`src/rtl/axil_cfg_seq.sv`:
```
// Configuration write sequencer: plays a table of write/wait commands out to the
// cfg port of the AXI-lite write master, one handshaked write per write entry.
`timescale 1ns/1ps
module axil_cfg_seq #(
    parameter int DEPTH = 64,
    parameter int AW    = 6
) (
    input  logic          s_axi_aclk,
    input  logic          s_axi_aresetn,
    input  logic          tbl_we,
    input  logic [AW-1:0] tbl_addr,
    input  logic          tbl_op,
    input  logic [31:0]   tbl_waddr,
    input  logic [31:0]   tbl_wdata,
    input  logic          seq_start,
    input  logic [AW:0]   seq_len,
    input  logic          seq_abort,
    output logic          seq_busy,
    output logic          seq_done,
    output logic          seq_aborted,
    output logic [AW:0]   seq_idx,
    output logic          s_axi_cfg_wvalid,
    output logic [31:0]   s_axi_cfg_waddr,
    output logic [31:0]   s_axi_cfg_wdata,
    input  logic          s_axi_cfg_wready
);

    localparam logic [2:0] S_IDLE   = 3'd0;
    localparam logic [2:0] S_FETCH  = 3'd1;
    localparam logic [2:0] S_DECODE = 3'd2;
    localparam logic [2:0] S_ISSUE  = 3'd3;
    localparam logic [2:0] S_WAIT   = 3'd4;
    localparam logic [2:0] S_DONE   = 3'd5;

    localparam logic [AW:0] DEPTH_L = (AW+1)'(DEPTH);

    logic [2:0]  state;
    logic [AW:0] len_q;
    logic [31:0] cnt;
    logic        abort_pend;
    logic [64:0] mem [DEPTH];
    logic [64:0] rd_q;

    logic        rd_op;
    logic [31:0] rd_addr;
    logic [31:0] rd_data;
    logic [AW:0] len_clamp;
    logic [AW:0] idx_next;
    logic        abort_now;
    logic        adv_done;

    assign rd_op     = rd_q[64];
    assign rd_addr   = rd_q[63:32];
    assign rd_data   = rd_q[31:0];
    assign len_clamp = (seq_len > DEPTH_L) ? DEPTH_L : seq_len;
    assign idx_next  = seq_idx + (AW+1)'(1);
    assign abort_now = abort_pend | seq_abort;
    assign adv_done  = (idx_next == len_q) || abort_now;
    assign seq_done  = (state == S_DONE);

    // Table RAM: not reset, writes locked out while a sequence is running.
    always_ff @(posedge s_axi_aclk) begin
        if (tbl_we && !seq_busy) begin
            mem[tbl_addr] <= {tbl_op, tbl_waddr, tbl_wdata};
        end
        if (state == S_FETCH) begin
            rd_q <= mem[seq_idx[AW-1:0]];
        end
    end

    always_ff @(posedge s_axi_aclk or negedge s_axi_aresetn) begin
        if (!s_axi_aresetn) begin
            state            <= S_IDLE;
            len_q            <= '0;
            cnt              <= '0;
            abort_pend       <= 1'b0;
            seq_busy         <= 1'b0;
            seq_aborted      <= 1'b0;
            seq_idx          <= '0;
            s_axi_cfg_wvalid <= 1'b0;
            s_axi_cfg_waddr  <= '0;
            s_axi_cfg_wdata  <= '0;
        end else begin
            if (seq_abort && seq_busy) begin
                abort_pend <= 1'b1;
            end
            case (state)
                S_IDLE: begin
                    if (seq_start) begin
                        len_q       <= len_clamp;
                        seq_idx     <= '0;
                        seq_aborted <= 1'b0;
                        abort_pend  <= 1'b0;
                        seq_busy    <= 1'b1;
                        state       <= (len_clamp == '0) ? S_DONE : S_FETCH;
                    end
                end
                S_FETCH: begin
                    if (abort_now) begin
                        seq_aborted <= 1'b1;
                        state       <= S_DONE;
                    end else begin
                        state <= S_DECODE;
                    end
                end
                S_DECODE: begin
                    if (abort_now) begin
                        seq_aborted <= 1'b1;
                        state       <= S_DONE;
                    end else if (!rd_op) begin
                        s_axi_cfg_waddr  <= rd_addr;
                        s_axi_cfg_wdata  <= rd_data;
                        s_axi_cfg_wvalid <= 1'b1;
                        state            <= S_ISSUE;
                    end else if (rd_data != '0) begin
                        cnt   <= rd_data;
                        state <= S_WAIT;
                    end else begin
                        seq_idx     <= idx_next;
                        seq_aborted <= abort_now;
                        state       <= adv_done ? S_DONE : S_FETCH;
                    end
                end
                // An accepted-but-unfinished request is never withdrawn; abort waits here.
                S_ISSUE: begin
                    if (s_axi_cfg_wready) begin
                        s_axi_cfg_wvalid <= 1'b0;
                        seq_idx          <= idx_next;
                        seq_aborted      <= abort_now;
                        state            <= adv_done ? S_DONE : S_FETCH;
                    end
                end
                S_WAIT: begin
                    if (abort_now) begin
                        seq_aborted <= 1'b1;
                        state       <= S_DONE;
                    end else if (cnt == 32'd1) begin
                        seq_idx     <= idx_next;
                        seq_aborted <= abort_now;
                        state       <= adv_done ? S_DONE : S_FETCH;
                    end else begin
                        cnt <= cnt - 32'd1;
                    end
                end
                S_DONE: begin
                    seq_busy <= 1'b0;
                    state    <= S_IDLE;
                end
                default: begin
                    state <= S_IDLE;
                end
            endcase
        end
    end

endmodule

```
`config.mk`:
```
export PLATFORM = sky130hd
export DESIGN_NAME = axil_cfg_seq
export DESIGN_NICKNAME = d
export VERILOG_FILES = /design/src/rtl/axil_cfg_seq.sv
export SDC_FILE = /design/constraint.sdc
export NUM_CORES = 2
export LEC_CHECK = 0
export BUFFER_PORTS_ARGS = -buffer_cell sky130_fd_sc_hd__buf_2
export CAP_MARGIN = 25
export CORE_UTILIZATION = 45
export DETAILED_ROUTE_END_ITERATION = 16
export GPL_TIMING_DRIVEN = 0
export MAX_ROUTING_LAYER = met4
export PLACE_DENSITY = 0.67
export SLEW_MARGIN = 20
export SYNTH_ARGS = -nofsm -noshare
export SYNTH_HDL_FRONTEND = slang
export SYNTH_MEMORY_MAX_BITS = 65536
export SYNTH_SLANG_ARGS = --single-unit
export TNS_END_PERCENT = 10
```
`constraint.sdc`:
```
create_clock -name s_axi_aclk -period 8.2 [get_ports s_axi_aclk]
set_input_delay 1.64 -clock s_axi_aclk [delete_from_list [all_inputs] [get_ports s_axi_aclk]]
set_output_delay 1.64 -clock s_axi_aclk [all_outputs]
set_load 0.02 [all_outputs]
```
==> metrics.cfg <==
[status]
outcome=finished, final reports clean

[clock_tree]
cts_buffers=423
clock_sinks=4342
cts_buffer_depth=4
post_cts_resized=0
cts_root_buf=clkbuf_16
path_clk_slew_ns=0.07
ctsHoldBuffers=0
post-cts-setup-buffers=0
cts_max_level=5
clk_latency_ns=1.01
cts_tree=yes

[die]
die_y_um=610
die_area_um2=372000
rows=222
io_pins=159
core_area_um2=367000
die_w_um=610
start_util=0.454

[cells_and_area]
area_growth_syn_to_layout_pct=17.1
fillers=27300
fin_nets=8305
final_cell_mix=edfxtp_1 (4225), mux4_2 (1087), clkbuf_16 (428), clkbuf_1 (281), buf_2 (217)
mostFrequentLayoutCell=edfxtp_1
drive_gt1_frac=0.300

[timing]
slew-limit-headroom=0.220
drv_slew=0
clock.fmax_mhz=177
layout_min_cycle_time_ns=5.65
setup_viol=0
final.period_utilization=0.689
fin_tns_setup_ns=0
rsz0062_at_grt=no
worst_pin_slew_ns=1.17
clock_skew_ns=0.0709
hold_violations=0

[setup_path]
worstPathRequired_ns=8.88
worstSetupStartpointType=flip-flop
worst-path-max-fanout=10
r2r_slack_ns=2.55
cp-end-kind=flip-flop
crit_type=flip-flop to flip-flop
arrival_ns=6.33

[synthesis]
syn_area_per_cell_um2=22.8
synth_ff_type=edfxtp_1
synth_edf_count=4225
synth.area.top_cells=edfxtp_1 (76%), mux4_2 (15%), dfrtp_1 (1.8%)
yosysUniqueCellTypes=63
synth_warnings=0
synth-seq-cells=4342
syn_inst=7307
ys_seq_area_frac=0.780
yosysTopAreaCell=edfxtp_1
syn_area_um2=166000
synth_top_area_share=0.763
synthesis.nets=7394
async_flop_share=0.0269

[global_route]
grt_max_degree=76
grt_pass1_wl_um=678000
grt-ovfl-total=0
antenna_found_initial=41
track_usage=0.272
grt_pass1_vias=84600

[placed_design]
io_buffers=153
dpl.hpwl_um=337000
gp_congestion=0.897

[detailed_routing]
viasPerCell=6.42
drt_first_pass_iters=7
routed_wl_um=495000
drc=0
vias=86200
antenna_left=0
dr.first_iter.drc_count=14300
avgRoutedWirePerCell_um=36.9

[power]
p_per_area_nw_per_um2=303
p_leak_nw=61.4
worst_ir_drop_vdd_mv=0.228
power.total_mw=59.1

[flow_run]
drv_cap=0

[min_path]
min_path_type=flip-flop to flip-flop

[sequential cells by signal (all words and copies together), names as in the netlist, 3 cells and up]
name	flops
cnt	32
len_q	7
mem	4160
rd_q	65
s_axi_cfg_waddr	32
s_axi_cfg_wdata	32
seq_idx	7
state	3
[cells in the mapped netlist, types with 40 or more instances]
library cell	n
nor2b_1	107
buf_2	103
edfxtp_1	4225
mux4_2	1087
nand2_1	122
buf_1	40
clkbuf_1	217
o21ai_0	114
mux2_2	125
a211oi_1	110
o22ai_1	53
buf_4	48
mux2i_1	202
dfrtp_1	117
nor2_1	116
a21oi_1	147
[per-stage QoR]
step                      worst slack, ns  cell area (um^2)  hold WS (ns)  utilization  std cells
final                                2.55            195000         0.477        0.531      13400
after global routing                 2.49            195000         0.484        0.531      13400
after CTS                            2.60            194000         0.477        0.530      13400
after detailed placement             2.55            180000         0.464        0.492      12600
after global placement              -6.37            173000         0.459        0.472      12300
after floorplan                     0.877            166000         0.455            -       7307
[cell type report]
cell class,instances,area (um^2),area share
flip-flops and latches,4342,130000,0.666
multi-input cells,2541,35100,0.180
clock buffers,539,11200,0.0576
clock inverters,240,2610,0.0134
repair buffers,486,7880,0.0404
inverters,9,33.8,0.000173
plain buffers,415,1970,0.0101
well taps,4816,6030,0.0309
diodes,36,90.1,0.000463
[power by group]
part	switching (mW)	internal, mW	leakage [nW]
clock	8.39	11.2	6.70
sequential	0.526	24.9	39.5
combinational	8.13	5.87	15.2
total	17.0	42.0	61.4
[layer usage]
metal | global-route usage | routed length [um] | vias up
li1 | - | - | 33100
met1 | 0.348 | 176000 | 45700
met2 | 0.409 | 230000 | 6158
met3 | 0.0574 | 56200 | 1240
met4 | 0.148 | 32100 | 0
met5 | - | 0 | -
[worst max-delay path: stages, from the launching register on]
cell and delay [ns]:
dfrtp_1 0.56, buf_4 0.43, buf_2 0.55, buf_2 0.68, clkbuf_1 0.78, mux4_2 0.36
mux2i_1 0.08, o21ai_0 0.71, o221ai_1 0.31, a21oi_1 0.83
[worst paths after layout]
| path | from | endpoint | cells past startpoint |
|---|---|---|---|
| min in group asynchronous | s_axi_aresetn | s_axi_cfg_waddr[13]$_DFFE_PN0P_ | 1 |
| max | seq_idx[1]$_DFFE_PN0P_ | rd_q[24]$_DFFE_PP_ | 9 |
| min reg2reg | rd_q[32]$_DFFE_PP_ | s_axi_cfg_waddr[0]$_DFFE_PN0P_ | 1 |
| min | rd_q[32]$_DFFE_PP_ | s_axi_cfg_waddr[0]$_DFFE_PN0P_ | 1 |
| max in group asynchronous | s_axi_aresetn | s_axi_cfg_wdata[0]$_DFFE_PN0P_ | 2 |
| max reg2reg | seq_idx[1]$_DFFE_PN0P_ | rd_q[24]$_DFFE_PP_ | 9 |
[cells by family (layout without fill, tap and decap cells)]
group,after synthesis,count (layout),share of synthesized area
buf+inv,424,1689,0.0117
xor+xnor,7,7,0.000369
compound gates,615,615,0.0246
fa+ha+maj,3,3,0.000226
flops,4342,4342,0.780
other cells,0,36,0
mux,1414,1414,0.168
simple gates,502,502,0.0151
No activity file was read; power rests on OpenSTA's default activity.
